==> src/rtl/imm_ext_if.sv <==
// Handshake bundle for imm_ext_pipe: producer side (in_*), consumer side (out_*), and flush.
interface imm_ext_if #(
    parameter int IN_W  = 16,
    parameter int OUT_W = 32,
    parameter int TAG_W = 5
);
    logic             in_valid;
    logic             in_ready;
    logic [IN_W-1:0]  in_imm;
    logic [1:0]       in_mode;
    logic [TAG_W-1:0] in_tag;
    logic             out_valid;
    logic             out_ready;
    logic [OUT_W-1:0] out_data;
    logic [TAG_W-1:0] out_tag;
    logic             flush;

    modport master (
        output in_valid, in_imm, in_mode, in_tag, out_ready, flush,
        input  in_ready, out_valid, out_data, out_tag
    );

    modport slave (
        input  in_valid, in_imm, in_mode, in_tag, out_ready, flush,
        output in_ready, out_valid, out_data, out_tag
    );
endinterface

==> src/rtl/imm_ext_pipe.sv <==
// Immediate extender feeding a 2-entry elastic buffer at the ID->EX boundary.
// Define IMM_EXT_BRANCH_EN to make mode 11 a branch offset (sign-extend, <<2); otherwise it is plain sign-extend.
module imm_ext_pipe #(
    parameter int IN_W  = 16,
    parameter int OUT_W = 32,
    parameter int TAG_W = 5
) (
    input  logic      clk,
    input  logic      rst,
    imm_ext_if.slave  bus
);
    localparam int PAD_W = OUT_W - IN_W;

    logic [OUT_W-1:0]          zext, sext, ext_data;
    logic [1:0][OUT_W-1:0]     data_q, data_d;
    logic [1:0][TAG_W-1:0]     tag_q, tag_d;
    logic                      wr_ptr_q, wr_ptr_d;
    logic                      rd_ptr_q, rd_ptr_d;
    logic [1:0]                count_q, count_d;
    logic                      push, pop;

    assign zext = {{PAD_W{1'b0}}, bus.in_imm};
    assign sext = {{PAD_W{bus.in_imm[IN_W-1]}}, bus.in_imm};

    always_comb begin
        ext_data = zext;
        case (bus.in_mode)
            2'b00: ext_data = zext;
            2'b01: ext_data = sext;
            2'b10: ext_data = zext << IN_W;
`ifdef IMM_EXT_BRANCH_EN
            2'b11: ext_data = sext << 2;
`else
            2'b11: ext_data = sext;
`endif
            default: ext_data = zext;
        endcase
    end

    // Ready depends only on the registered count, so there is no path from out_ready to in_ready.
    assign bus.in_ready  = (count_q != 2'd2);
    assign bus.out_valid = (count_q != 2'd0);
    assign bus.out_data  = data_q[rd_ptr_q];
    assign bus.out_tag   = tag_q[rd_ptr_q];

    assign push = bus.in_valid && bus.in_ready;
    assign pop  = bus.out_valid && bus.out_ready;

    always_comb begin
        data_d   = data_q;
        tag_d    = tag_q;
        wr_ptr_d = wr_ptr_q;
        rd_ptr_d = rd_ptr_q;
        count_d  = count_q;
        if (bus.flush) begin
            // Storage is left stale; only the bookkeeping is cleared.
            wr_ptr_d = 1'b0;
            rd_ptr_d = 1'b0;
            count_d  = 2'd0;
        end else begin
            if (push) begin
                data_d[wr_ptr_q] = ext_data;
                tag_d[wr_ptr_q]  = bus.in_tag;
                wr_ptr_d         = ~wr_ptr_q;
            end
            if (pop) begin
                rd_ptr_d = ~rd_ptr_q;
            end
            case ({push, pop})
                2'b10:   count_d = count_q + 2'd1;
                2'b01:   count_d = count_q - 2'd1;
                default: count_d = count_q;
            endcase
        end
    end

    always_ff @(posedge clk) begin
        if (rst) begin
            data_q   <= '0;
            tag_q    <= '0;
            wr_ptr_q <= 1'b0;
            rd_ptr_q <= 1'b0;
            count_q  <= 2'd0;
        end else begin
            data_q   <= data_d;
            tag_q    <= tag_d;
            wr_ptr_q <= wr_ptr_d;
            rd_ptr_q <= rd_ptr_d;
            count_q  <= count_d;
        end
    end
endmodule

==> src/flat_wrapper.sv <==
// flat-port wrapper written by rule: the top's interface ports become plain ports
module imm_ext_pipe_flat 
#(
    parameter int IN_W  = 16,
    parameter int OUT_W = 32,
    parameter int TAG_W = 5
)
  (clk, rst, bus_in_valid, bus_in_imm, bus_in_mode, bus_in_tag, bus_out_ready, bus_flush, bus_in_ready, bus_out_valid, bus_out_data, bus_out_tag);
  imm_ext_if #(.IN_W(IN_W), .OUT_W(OUT_W), .TAG_W(TAG_W)) bus_i ();
  input  logic clk;
  input  logic rst;
  input wire logic [$bits(bus_i.in_valid)-1:0] bus_in_valid;
  input wire logic [$bits(bus_i.in_imm)-1:0] bus_in_imm;
  input wire logic [$bits(bus_i.in_mode)-1:0] bus_in_mode;
  input wire logic [$bits(bus_i.in_tag)-1:0] bus_in_tag;
  input wire logic [$bits(bus_i.out_ready)-1:0] bus_out_ready;
  input wire logic [$bits(bus_i.flush)-1:0] bus_flush;
  output wire logic [$bits(bus_i.in_ready)-1:0] bus_in_ready;
  output wire logic [$bits(bus_i.out_valid)-1:0] bus_out_valid;
  output wire logic [$bits(bus_i.out_data)-1:0] bus_out_data;
  output wire logic [$bits(bus_i.out_tag)-1:0] bus_out_tag;
  assign bus_i.in_valid = bus_in_valid;
  assign bus_i.in_imm = bus_in_imm;
  assign bus_i.in_mode = bus_in_mode;
  assign bus_i.in_tag = bus_in_tag;
  assign bus_i.out_ready = bus_out_ready;
  assign bus_i.flush = bus_flush;
  assign bus_in_ready = bus_i.in_ready;
  assign bus_out_valid = bus_i.out_valid;
  assign bus_out_data = bus_i.out_data;
  assign bus_out_tag = bus_i.out_tag;
  imm_ext_pipe #(.IN_W(IN_W), .OUT_W(OUT_W), .TAG_W(TAG_W)) u_core (.clk(clk), .rst(rst), .bus(bus_i));
endmodule
==> config.mk <==
export PLATFORM = sky130hd
export DESIGN_NAME = imm_ext_pipe_flat
export DESIGN_NICKNAME = d
export VERILOG_FILES = /design/src/rtl/imm_ext_if.sv /design/src/rtl/imm_ext_pipe.sv /design/src/flat_wrapper.sv
export SDC_FILE = /design/constraint.sdc
export NUM_CORES = 1
export LEC_CHECK = 0
export ABC_AREA = 1
export CELL_PAD_IN_SITES_DETAIL_PLACEMENT = 1
export CELL_PAD_IN_SITES_GLOBAL_PLACEMENT = 2
export CORE_MARGIN = 2
export CORE_UTILIZATION = 27
export DETAILED_ROUTE_END_ITERATION = 10
export HOLD_SLACK_MARGIN = 0.08
export PLACE_DENSITY = 0.81
export SYNTH_ARGS = -nofsm -noshare
export SYNTH_HDL_FRONTEND = slang
export SYNTH_SLANG_ARGS = --single-unit
==> constraint.sdc <==
create_clock -name clk -period 2 [get_ports clk]
set_clock_uncertainty 0.2 [all_clocks]
set_input_delay 0.5 -clock clk [delete_from_list [all_inputs] [get_ports clk]]
set_output_delay 0.5 -clock clk [all_outputs]
set_load 0.03 [all_outputs]
After elaboration in Yosys (flattened, before gate mapping)
Cells that the tools add are included.
{ "classes": {"add_sub_neg": 2, "order_cmp": 3, "n_eq_ne": 6, "n_mux": 12, "bitwise": 3, "reduce_logical": 9} }
{ "op_table": {"columns": ["op", "n"], "rows": [
  ["$mux 32", 3],
  ["$pmux 32 s3", 1],
  ["$bwmux 64", 1],
  ["$demux 32 s1", 1],
  ["$mux 5", 3],
  ["$bwmux 10", 1],
  ["$eq 2x2->1 const B", 3],
  ["$demux 5 s1", 1],
  ["$eq 2x1->1 const B", 2],
  ["$lt 1x2->1 const B", 2],
  ["$pmux 2 s2", 1],
  ["$reduce_bool 2->1", 2],
  ["$reduce_or 2->1", 2],
  ["$logic_and 1x1->1", 3],
  ["$not 1->1", 3],
  ["$add 2x1->2 const B", 1],
  ["$logic_not 2->1", 1],
  ["$ne 2x2->1 const B", 1],
  ["$reduce_and 2->1", 1],
  ["$sub 2x1->2 const B", 1],
  ["$ge 1x1->1 const B", 1]
]} }
{ "totals": {"regBits": 78, "word_cells": 42} }

Depth between registers and ports, before layout
Gate-level depths: netlist of run 1.
{ "depth": {"depth_word": 5, "depth_mapped": 8, "depth_no_buf": 8} }

Worst setup path before layout of run 1
No wires, ideal clock.
{ "synth_timing": {"kind": "reg2out", "from": "register u_core.rd_ptr_q", "to": "output bus_out_data[6]", "t_arrival_ns": 1.350, "t_required_ns": 1.300, "path_slack_ns": -0.050, "path_stages_with_launch": 4, "path_buffers": 2, "path_cell_list": "dfxtp_1 clkbuf_1 buf_2 o21ai_0"} }
{ "synth_via": {"elab_chain_cells": 2} }
{ "synth_lines": {"columns": ["item", "line", "source"], "rows": [
  ["start, declared", "imm_ext_pipe.sv:18", "logic rd_ptr_q, rd_ptr_d;"],
  ["start signal, assigned", "imm_ext_pipe.sv:88", "rd_ptr_q <= rd_ptr_d;"],
  ["$mux 32 (not written as such) (2 in series)", "imm_ext_pipe.sv:43", "assign bus.out_data = data_q[rd_ptr_q];"],
  ["end, declared", "flat_wrapper.sv:20", "output wire logic [$bits(bus_i.out_data)-1:0] bus_out_data;"]
]} }
Every way passes these cells. The select of a mux whose other input is x is not followed.

Worst setup path after layout of run 1
{ "layout_timing": {"from": "register u_core.rd_ptr_q", "to": "output bus_out_data[12]"} }
The elaborated chain is that of the path after synthesis.

==> flow_summary.toml, run 1 <==
[run_status]
status = "finished with violations"
violations = "negative setup slack"

[detailed_routing]
wl_met2_microns = 6050
route.detailed.drc = 0
vias = 3882
routed_wl_microns = 11800
routed_via_density = 4.34
drtIter0Drc = 202
wl_met1_microns = 5170
wl_met3_microns = 461
wl_per_cell_microns = 13.2
drtAntennaViolNets = 0
first_pass_iters = 4
routed.top_layer = "met4"

[sta]
fin_crit_ns = 2.02
fmax_ghz = 0.495
slew_viol_final = 0
worstMarginPinSlew_ns = 0.397
period_share = 1.01
rsz0062_at_grt = "yes"
setup_violations = 5
relSlewSlack = 0.732
hold_violations = 0
fin_ws_ns = -0.0203
tns_ns = -0.0317

[clocking]
clk_path_buf_depth = 2
numCtsBuffers = 9
htreeDepth = 3
clock_latency_ns = 0.33
cts.sinks = 78
root_buffer = "clkbuf_16"
cts_hold_buf = 0
path_clk_slew_ns = 0.06
cts_tree = "built"

[setup_path]
arrival_ns = 1.32
worstReg2RegStart = "u_core.count_q[0]$_SDFFE_PP0P_"
cp-start-kind = "register"
cpMostUsedCell = "buf_12"
slowest_delay_ns = 0.42
cp-startpoint = "u_core.rd_ptr_q$_SDFFE_PP0P_"
cp-end-kind = "primary output"
rrSetupSlack_ns = 0.33
cpMaxStageDelayCell = "dfxtp_4"
reg2regPathDepth = 7
r2r-end = "u_core.count_q[1]$_SDFFE_PP0P_"
cp_num_buf_inv = 2
worstPathMaxFanout = 22
crit_family = "flip-flops"
crit_path_end = "bus_out_data[12]"
path_class = "reg2out"
cp_cell_sequence = "buf_12 -> nand2_1 -> o21ai_1 -> buf_12"
cp_num_cells = 4
critPathRequiredTime_ns = 1.30

[die]
core_sq_um = 13900
start_util = 0.278
die_w_microns = 124
die_area_sq_um = 15300
io_pins = 67
fp-row-count = 43
die_h_microns = 124

[pwr]
leakagePower_nw = 2.76
ir_drop_mv = 0.436
pwr_density_cell_nw_per_um2 = 783

[layout]
fin_area_sq_um = 5360
syn2layout_area_growth_pct = 38.4
n_antenna_cell = 0
layout.nets = 739
fin_util = 0.384
drive_above_1_share = 0.155
final_cells = 895

[synthesis]
synth_cells = 638
synth.distinct_cells = 18
syn_area_sq_um = 3870
ys_ff_latch = 78
ys_warn_count = 0
syn_avg_cell_area_sq_um = 6.07
syn_nets = 667
ys_seq_area_frac = 0.403

[global_routing]
grt_pass1_wl_microns = 18800
gr-total-overflow = 0
grt_antenna_before_repair = 0
grt_start_max_net_pins = 43
first_global_vias = 3904
grt_use_total = 0.160

[job]
max_cap_violations = 0

[placed_design]
port_buffers = 66
place_area_sq_um = 4900
gp_congestion = 0.736
hpwl_microns = 8320
placed_cells = 878

[worst_hold_path]
hp-class = "reg2reg"
-- metal layers --
metal / up-vias / GRT usage
li1: 2007 / -
met1: 1814 / 0.182
met2: 51 / 0.295
met3: 10 / 0.0440
met4: 0 / 0.0405
met5: - / 0
-- cells by family (layout without fill, tap and decap cells) --
| logic type | count (synthesis) | after routing | share of synthesized area |
|---|---|---|---|
| buffers and inverters | 137 | 214 | 0.153 |
| adders and majority gates | 1 | 1 | 0.00323 |
| DFF | 78 | 78 | 0.403 |
| and+or+nand+nor | 359 | 359 | 0.356 |
| AOI/OAI and AO/OA | 63 | 63 | 0.0850 |
-- flip-flops by register name, indices dropped and copies added, names as in the netlist --
signal           flops
u_core.count_q       2
u_core.data_q       64
u_core.rd_ptr_q      1
u_core.tag_q        10
u_core.wr_ptr_q      1
-- area by class of cell --
cell class	count	area, sq um
Timing Repair Buffer	95	1060
Sequential cell	78	1570
Clock buffer	12	246
Fill cell	1767	8580
Tap cell	180	225
Clock inverter	4	70.1
Inverter	103	387
Multi-Input combinational cell	423	1800
-- cell usage after synthesis --
cell type / n / area, sq um
nand3_1: 1 / 5.00
a21oi_1: 2 / 10.0
nor2_1: 164 / 616
o21ai_0: 55 / 275
or2_2: 1 / 6.26
a31oi_1: 1 / 6.26
o21bai_1: 4 / 30.0
nand4_2: 2 / 25.0
inv_1: 101 / 379
buf_6: 8 / 90.1
inv_2: 2 / 7.51
nand2_1: 190 / 713
o21a_1: 1 / 7.51
buf_2: 13 / 65.1
dfxtp_1: 78 / 1560
ha_1: 1 / 12.5
nand2_4: 1 / 11.3
clkbuf_1: 13 / 48.8
-- per-stage QoR --
stage	setup WS [ns]	hold WS, ns	power (mW)
3_5_place_dp	-0.0925	0.307	2.43
5_1_grt	-0.0766	0.345	4.41
6_report	-0.0203	0.315	4.19
3_3_place_gp	-0.0575	0.297	2.41
4_1_cts	-0.0864	0.318	4.24
2_1_floorplan	-0.0504	0.283	2.10
-- worst min path at each step --
stage	startpoint	end	slack, ns	cells after the start
floorplan	u_core.count_q[0]$_SDFFE_PP0P_	u_core.count_q[0]$_SDFFE_PP0P_	0.28	2
global placement	u_core.data_q[60]$_SDFFE_PP0P_	u_core.data_q[60]$_SDFFE_PP0P_	0.30	4
detailed placement	u_core.tag_q[9]$_SDFFE_PP0P_	u_core.tag_q[9]$_SDFFE_PP0P_	0.31	4
CTS	u_core.tag_q[9]$_SDFFE_PP0P_	u_core.tag_q[9]$_SDFFE_PP0P_	0.32	4
global route	u_core.data_q[43]$_SDFFE_PP0P_	u_core.data_q[43]$_SDFFE_PP0P_	0.35	4
finish	u_core.data_q[7]$_SDFFE_PP0P_	u_core.data_q[7]$_SDFFE_PP0P_	0.31	4
-- where the power goes --
group | leakage [nW] | internal [mW] | switching (mW)
Combinational | 1.97 | 0.318 | 0.447
Sequential | 0.638 | 1.63 | 0.0276
Clock | 0.157 | 1.12 | 0.648
-- placed cells by master, fill, tap and decap left out, types with 17 or more instances in the layout --
cell type        Yosys  routed
o21ai_0             55      19
inv_1              101     101
o21ai_2              0      17
clkdlybuf4s50_1      0      27
nand2_1            190     186
nor2_1             164     164
o21ai_1              0      19
dfxtp_1             78      76
buf_4                0      37
buf_12               0      18
-- worst reg2reg max path, stage by stage (launching register included) --
cell and delay (ns):
dfxtp_1 0.40, inv_2 0.08, nand2_4 0.09, nand2_1 0.08
ha_1 0.20, or2_2 0.29, a31oi_1 0.16, nor2_1 0.07
-- repair_timing --
item                       4_1_cts  5_1_grt
gates resized for setup         31       44
cloned                           0        1
pin swaps                        0        0
hold endpoints to repair         0        0
setup endpoints to repair       33       38
buffers inserted                 0        0
Note: power is estimated with default switching activity, not from simulation.
==> run 2, diff against run 1 <==
--- a/config.mk
+++ b/config.mk
@@ -13,6 +13,7 @@
 export DETAILED_ROUTE_END_ITERATION = 10
 export HOLD_SLACK_MARGIN = 0.08
 export PLACE_DENSITY = 0.81
+export REMOVE_ABC_BUFFERS = 1
 export SYNTH_ARGS = -nofsm -noshare
 export SYNTH_HDL_FRONTEND = slang
 export SYNTH_SLANG_ARGS = --single-unit
==> flow_summary.toml, run 2 (synthesis gave the netlist of run 1 again) <==
[run_status]
status = "finished with violations"
violations = "negative setup slack"

[global_routing]
grt_start_max_net_pins = 59
grt_use_total = 0.166
grt_antenna_before_repair = 0
grt_pass1_wl_microns = 19500
first_global_vias = 4111
gr-total-overflow = 0

[detailed_routing]
drtAntennaViolNets = 0
routed_wl_microns = 11700
route.detailed.drc = 0
vias = 3920
first_pass_iters = 4
drtIter0Drc = 156
wl_per_cell_microns = 13.1
routed_via_density = 4.38

[sta]
timing.hold.ws_ns = 0.317
rsz0062_at_grt = "yes"
fmax_ghz = 0.487
fin_crit_ns = 2.06
hold_violations = 0
slew_viol_final = 0
setup_violations = 20
worstMarginPinSlew_ns = 0.277
fin_ws_ns = -0.0551
relSlewSlack = 0.813
period_share = 1.03

[clocking]
clk_path_buf_depth = 2
path_clk_slew_ns = 0.06
root_buffer = "clkbuf_16"
numCtsBuffers = 9
htreeDepth = 3
cts_tree = "built"
clock_latency_ns = 0.34
cts.sinks = 78

[setup_path]
cpMaxStageDelayCell = "dfxtp_4"
path_class = "reg2out"
cp-end-kind = "primary output"
arrival_ns = 1.36
worstReg2RegStart = "u_core.count_q[0]$_SDFFE_PP0P_"
worstPathMaxFanout = 8
r2r-end = "u_core.count_q[1]$_SDFFE_PP0P_"
cp-startpoint = "u_core.rd_ptr_q$_SDFFE_PP0P_"
cp_cell_sequence = "buf_12 -> buf_16 -> nand2_2 -> o21ai_1 -> buf_4"
rrSetupSlack_ns = 0.22
crit_path_end = "bus_out_data[24]"
slowest_delay_ns = 0.43
reg2regPathDepth = 8
cp-start-kind = "register"
critPathRequiredTime_ns = 1.30

[die]
fp-row-count = 43
start_util = 0.278
io_pins = 67
core_sq_um = 13900
die_w_microns = 124
die_area_sq_um = 15300
die_h_microns = 124

[pwr]
pwr_density_cell_nw_per_um2 = 738
leakagePower_nw = 2.86
ir_drop_mv = 0.420

[layout]
layout_commonest_cell = "nand2_1"
largest_reg_flops = 64
layout_common_cells = "nand2_1 (180), nor2_1 (164), inv_1 (101)"
syn2layout_area_growth_pct = 43.2
regMostFlops = "u_core.data_q"
drive_above_1_share = 0.168
layout.nets = 740
n_antenna_cell = 0
final_cells = 895
reg.largest.list = "u_core.data_q x64, u_core.tag_q x10, u_core.count_q x2"

[placed_design]
gp_congestion = 0.774
placed_cells = 874
hpwl_microns = 7650
port_buffers = 66

[job]
max_cap_violations = 0

[worst_hold_path]
hp-class = "reg2reg"
==> run 2: changes by cell type in the layout (fill, tap and decap cells not counted), moves of 2 or more <==
| cell | previous run | this run |
|---|---|---|
| o21ai_0 | 19 | 24 |
| buf_4 | 37 | 27 |
| nand2_2 | 4 | 6 |
| o21ai_1 | 19 | 11 |
| buf_6 | 10 | 20 |
| nand2_4 | 1 | 5 |
| o21ai_4 | 0 | 12 |
| buf_16 | 0 | 2 |
| o21ai_2 | 17 | 8 |
| nand2_1 | 186 | 180 |
==> run 2: repair_timing <==
action,in CTS,in global routing
pin swaps,11,3
endpoints found under the setup margin,37,38
gates resized for setup,96,13
buffers inserted,4,0
hold buffers,0,0
cloned,2,0
==> run 2: layout make-up <==
class                           count  area (sq um)
Clock buffer                       11           243
Clock inverter                      4          47.5
Fill cell                        1779          8390
Inverter                          103           387
Multi-Input combinational cell    423          1950
Sequential cell                    78          1570
Tap cell                          180           225
Timing Repair Buffer               96          1130
==> run 2: how the worst min path moves through the flow <==
stage	start	endpoint	slack, ns	cells past startpoint
finish	u_core.tag_q[5]$_SDFFE_PP0P_	u_core.tag_q[5]$_SDFFE_PP0P_	0.32	4
global route	u_core.data_q[45]$_SDFFE_PP0P_	u_core.data_q[45]$_SDFFE_PP0P_	0.36	4
CTS	u_core.tag_q[5]$_SDFFE_PP0P_	u_core.tag_q[5]$_SDFFE_PP0P_	0.32	4
detailed placement	u_core.data_q[49]$_SDFFE_PP0P_	u_core.data_q[49]$_SDFFE_PP0P_	0.31	4
global placement	u_core.data_q[28]$_SDFFE_PP0P_	u_core.data_q[28]$_SDFFE_PP0P_	0.30	4
floorplan	u_core.count_q[0]$_SDFFE_PP0P_	u_core.count_q[0]$_SDFFE_PP0P_	0.28	2
==> run 2: per-stage QoR <==
| step | utilization | setup TNS (ns) | total power [mW] | area [sq um] | worst slack [ns] |
|---|---|---|---|---|---|
| 5_1_grt | 0.398 | -2.00 | 4.29 | 5540 | -0.121 |
| 3_3_place_gp | 0.349 | -0.0626 | 2.38 | 4860 | -0.0626 |
| 2_1_floorplan | - | -42.47 | 2.08 | 3670 | -0.705 |
| 3_5_place_dp | 0.349 | -0.282 | 2.40 | 4860 | -0.0868 |
| 6_report | 0.398 | -0.324 | 4.09 | 5540 | -0.0551 |
| 4_1_cts | 0.394 | -1.01 | 4.15 | 5490 | -0.0638 |
==> run 2: where the power goes <==
part           switching, mW  total [mW]  leakage, nW  internal, mW
combinational          0.452       0.782         2.08         0.330
sequential            0.0293        1.66        0.638          1.63
clock                  0.659        1.65        0.141         0.990
==> run 2: layer usage <==
layer,part of all wire,global-route usage,vias to the layer above
met3,0.044,0.0398,13
met5,0,0,-
met4,0.014,0.0554,0
met1,0.46,0.209,1846
met2,0.48,0.277,58
li1,-,-,2003
==> run 2: worst max-delay path, delay by kind of cell, from the launching register on <==
family	cells	cell delay, ns
and+or+nand+nor	1	0.05
DFF	1	0.43
AOI/OAI and AO/OA	1	0.06
buffers and inverters	3	0.47
==> run 3, diff against run 2 <==
--- a/config.mk
+++ b/config.mk
@@ -9,10 +9,10 @@
 export CELL_PAD_IN_SITES_DETAIL_PLACEMENT = 1
 export CELL_PAD_IN_SITES_GLOBAL_PLACEMENT = 2
 export CORE_MARGIN = 2
-export CORE_UTILIZATION = 27
+export CORE_UTILIZATION = 25
 export DETAILED_ROUTE_END_ITERATION = 10
 export HOLD_SLACK_MARGIN = 0.08
-export PLACE_DENSITY = 0.81
+export PLACE_DENSITY = 0.79
 export REMOVE_ABC_BUFFERS = 1
 export SYNTH_ARGS = -nofsm -noshare
 export SYNTH_HDL_FRONTEND = slang
==> constraint.sdc (replaced) <==
create_clock -name clk -period 1.85 [get_ports clk]
set_clock_uncertainty 0.2 [all_clocks]
set_input_delay 0.4625 -clock clk [delete_from_list [all_inputs] [get_ports clk]]
set_output_delay 0.4625 -clock clk [all_outputs]
set_load 0.03 [all_outputs]
==> flow_summary.toml, run 3 (synthesis gave the netlist of run 1 again) <==
[clocking]
numCtsBuffers = 9
root_buffer = "clkbuf_16"
htreeDepth = 3
cts_tree = "built"
cts_hold_buf = 0
postCtsSetupBuffers = 0
clk_path_buf_depth = 2
path_clk_slew_ns = 0.06
cts.sinks = 78
clock_latency_ns = 0.34
cts_resized = 44

[placed_design]
port_buffers = 66
placed_cells = 885
gp_congestion = 0.724
hpwl_microns = 7660

[setup_path]
worstPathMaxFanout = 24
arrival_ns = 1.30
rrSetupSlack_ns = 0.11
critPathRequiredTime_ns = 1.19
cp-start-kind = "register"
cp-end-kind = "primary output"
path_class = "reg2out"

[sta]
rsz0062_at_grt = "yes"
relSlewSlack = 0.801
period_share = 1.06
setup_violations = 37
hold_violations = 0
fin_crit_ns = 1.96
tns_ns = -2.14
timing.hold.ws_ns = 0.312
slew_viol_final = 0
fin_ws_ns = -0.113
fmax_ghz = 0.509
worstMarginPinSlew_ns = 0.295

[detailed_routing]
drtAntennaViolNets = 0
vias = 3839
route.detailed.drc = 0
first_pass_iters = 4
routed_via_density = 4.26
routed_wl_microns = 11100
drtIter0Drc = 131
wl_per_cell_microns = 12.3

[layout]
layout_commonest_cell = "nand2_1"
layout.nets = 737
drive_above_1_share = 0.140
syn2layout_area_growth_pct = 34.8
reg.largest.list = "u_core.data_q x64, u_core.tag_q x10, u_core.count_q x2"
largest_reg_flops = 64
final_cells = 901
regMostFlops = "u_core.data_q"
fin_util = 0.344
n_antenna_cell = 0
layout_common_cells = "nand2_1 (187), nor2_1 (164), inv_1 (101)"

[die]
die_w_microns = 128
io_pins = 67
die_h_microns = 128
core_sq_um = 15100
fp-row-count = 45
start_util = 0.256
die_area_sq_um = 16500

[global_routing]
first_global_vias = 3939
grt_start_max_net_pins = 43
gr-total-overflow = 0
grt_pass1_wl_microns = 18600
grt_use_total = 0.142
grt_antenna_before_repair = 0

[pwr]
comb_power_share = 0.183
p_seq_frac = 0.416
clockPowerShare = 0.401
leakagePower_nw = 2.70
netSwitchingFraction = 0.282
p_switching_mw = 1.21
pwr_density_cell_nw_per_um2 = 824
power_mw = 4.30
internal_power_mw = 3.09
ir_drop_mv = 0.323

[worst_hold_path]
hp-class = "reg2reg"

[job]
max_cap_violations = 0

[run_status]
violations = "negative setup slack"
status = "finished with violations"
==> run 3: final timing paths <==
check | start | endpoint | cells after the start
setup / recovery | u_core.rd_ptr_q$_SDFFE_PP0P_ | bus_out_data[23] | 5
hold / removal | u_core.data_q[59]$_SDFFE_PP0P_ | u_core.data_q[59]$_SDFFE_PP0P_ | 4
setup reg to reg | u_core.count_q[0]$_SDFFE_PP0P_ | u_core.count_q[1]$_SDFFE_PP0P_ | 7
hold reg to reg | u_core.data_q[59]$_SDFFE_PP0P_ | u_core.data_q[59]$_SDFFE_PP0P_ | 4
==> run 3: cell type report <==
| cell class | count | area, sq um |
|---|---|---|
| Clock buffer | 12 | 267 |
| Clock inverter | 4 | 20.0 |
| Fill cell | 1924 | 9930 |
| Inverter | 103 | 387 |
| Multi-Input combinational cell | 423 | 1770 |
| Sequential cell | 78 | 1570 |
| Tap cell | 188 | 235 |
| Timing Repair Buffer | 93 | 971 |
==> run 3: worst max-delay path, cell delays in order, from the launching register on <==
cell,delay (ns)
dfxtp_4,0.39
buf_12,0.17
nand2_1,0.07
o21ai_0,0.07
buf_4,0.15
buf_12,0.11
==> run 3: power groups by stage <==
stage	sequential [mW]	clock, mW	combinational (mW)
final	1.79	1.72	0.785
after global routing	1.80	1.84	0.874
after CTS	1.79	1.77	0.793
after detailed placement	1.83	0	0.772
after global placement	1.82	0	0.748
after floorplan	1.82	0	0.421
==> run 3: through the flow <==
stage / area [sq um] / worst slack (ns)
2_1_floorplan: 3670 / -0.817
3_3_place_gp: 4860 / -0.177
3_5_place_dp: 4860 / -0.242
4_1_cts: 5190 / -0.146
5_1_grt: 5220 / -0.182
6_report: 5220 / -0.113
==> run 3: per-layer routing <==
metal / share of wire / track usage / vias to the layer above
met2: 0.46 / 0.235 / 50
met3: 0.033 / 0.0258 / 13
met4: 0.016 / 0.0543 / 0
met1: 0.49 / 0.183 / 1773
li1: - / - / 2003
met5: 0 / 0 / -
==> variant, RTL diff (config.mk and constraints of run 2) <==
The option `IMM_EXT_BRANCH_EN` is turned on by a define.
--- a/src/rtl/imm_ext_pipe.sv
+++ b/src/rtl/imm_ext_pipe.sv
@@ -1,5 +1,7 @@
 // Immediate extender feeding a 2-entry elastic buffer at the ID->EX boundary.
 // Define IMM_EXT_BRANCH_EN to make mode 11 a branch offset (sign-extend, <<2); otherwise it is plain sign-extend.
+`define IMM_EXT_BRANCH_EN
+
 module imm_ext_pipe #(
     parameter int IN_W  = 16,
     parameter int OUT_W = 32,
Formal check against the unedited RTL: not equivalent (a bounded check fails within 4 cycles, from zero or initial values and one cycle with rst high).
==> variant against run 2 <==
The flow still finishes with violations (setup timing). Non-clock buffer count fell by 4. Register-to-register slack improved by 0.16 ns. Area after synthesis rose by 1.4%. Routed wire length rose by 4.3%. Setup slack got worse by 0.014 ns. Worst hold slack got worse by 0.00090 ns. Clock power rose by 8%. Final area fell by 4.0%. Sequential cell count did not move. Highest routed layer unchanged. Power rose by 2.6%. Largest power group is now clock.
==> variant: results (changes against run 2) <==
[cts]
cts_buffers=9  ; unchanged
clk_latency_ns=0.34  ; about the same
cts_root_buffer=clkbuf_16
h-tree-depth=3  ; unchanged

[grt]
antenna_found_initial=0  ; unchanged
grt_pass1_wl_mm=20.1  ; +2.8%
grt_start_max_net_pins=40  ; -32%
grt_pass1_vias=4320  ; +5.1%
grt_usage_pct=15.8  ; -0.77 points

[routing]
routed_wl_mm=12.2  ; +4.3%
firstDrtPassIters=4  ; unchanged
drt_iter0_markers=159  ; +1.9%
routed_via_density=4.47  ; +2.1%

[cells_and_area]
n_fill_cell=1856  ; +4.3%
nNetsFinal=742  ; +0.27%
drive_above_1_share_pct=15.0  ; -1.7 points
top_regs=u_core.data_q (64), u_core.tag_q (10), u_core.count_q (2)
antenna_cells=0  ; unchanged
utilization_pct=37.1  ; -2.7 points

[critical_path]
reg2regPathDepth=8  ; unchanged
regToRegSetupSlack_ns=0.38  ; +0.16 ns
r2r_start=u_core.count_q[0]
cp_max_fo=18  ; +10
worstReg2RegEnd=u_core.count_q[1]
startpoint=u_core.rd_ptr_q

[synthesis]
synth_async_sr_flop_share_pct=0  ; unchanged
synth-edff-count=0  ; unchanged
synth-main-ff-cell=dfxtp_1
ys_seq_area_share_pct=39.8  ; -0.57 points
ys_top_cells_by_area=dfxtp_1, nand2_1, nor2_1
synth_commonest_cells=nand2_1, nor2_1, inv_1, dfxtp_1, o21ai_0

[power]
p_leak_uw=0.00271  ; -5.3%
ir_drop_mv=0.347  ; -17%

[sta]
finalSetupViolations=11  ; -45%
finalSetupTns_ns=-0.163  ; +0.161 ns
worstMarginPinSlew_ns=0.304  ; +0.0268 ns
drv_slew=0  ; unchanged
setup_slack_ns=-0.0686  ; -0.0136 ns

[min_path]
min-delay-start=u_core.data_q[38]
hold_end=u_core.data_q[38]
hold_path_depth=4  ; unchanged

[placement]
placed_area_sq_um=4800  ; -1.3%
place_congestion=0.743  ; -3.9%
hpwl_mm=8.00  ; +4.6%
portBuffers=66  ; unchanged

[run_status]
status=finished, violations left
failed_checks=setup timing

[variant: metrics by stage]
step	std cells	setup WS (ns)	hold slack, ns
2_1_floorplan	610	-0.683	0.264
3_3_place_gp	883	-0.123	0.296
3_5_place_dp	883	-0.168	0.310
4_1_cts	899	-0.0717	0.320
5_1_grt	902	-0.127	0.355
6_report	902	-0.0686	0.316
[variant: worst max-delay path by stage]
| stage | depth (start not counted) | end | slack (ns) |
|---|---|---|---|
| after detailed placement | 7 | u_core.count_q[1] | -0.17 |
| after CTS | 5 | bus_out_data[24] | -0.07 |
| after global routing | 5 | bus_out_data[24] | -0.13 |
| after floorplan | 1 | bus_out_data[0] | -0.68 |
| final | 5 | bus_out_data[24] | -0.07 |
| after global placement | 7 | u_core.count_q[1] | -0.12 |
[variant: area by class of cell]
cell class | instances | share of cell area, %
well taps | 184 | 4.32
flip-flops and latches | 78 | 29.4
multi-input cells | 433 | 34.9
inverters | 99 | 6.98
repair buffers | 92 | 18.3
clock inverters | 6 | 1.60
clock buffers | 10 | 4.49
[variant: what timing repair did]
item	in CTS	in global routing
endpoints found under the setup margin	28	38
gates cloned	0	2
hold buffers	0	0
gates resized for setup	13	71
pin swaps	0	1
buffers inserted	0	1
[variant: critical path: stages, from the launching register on]
cell and delay [ns]:
dfxtp_4 0.43, buf_12 0.19, nand2_1 0.06, o21ai_1 0.08, buf_4 0.15, buf_12 0.11
[variant: cells by family after synthesis]
logic type	synth area share, %
and+or+nand+nor	35.4
buffers and inverters	15.1
DFF	39.8
AOI/OAI and AO/OA	9.37
adders and majority gates	0.319
[variant: where the power goes]
group | internal (uW) | leakage [uW] | switching, uW
clock network | 1120 | 0.000154 | 665
logic | 298 | 0.00192 | 454
registers | 1630 | 0.000638 | 28.7
total | 3050 | 0.00271 | 1150
[variant: metal layers]
metal  up-vias  GRT usage, %  part of all wire [%]
met5         -             0                     0
met1      1907          19.0                    46
met3        15          4.12                   3.1
li1       2049             -                     -
met4         0          3.97                   1.2
met2        61          28.0                    49
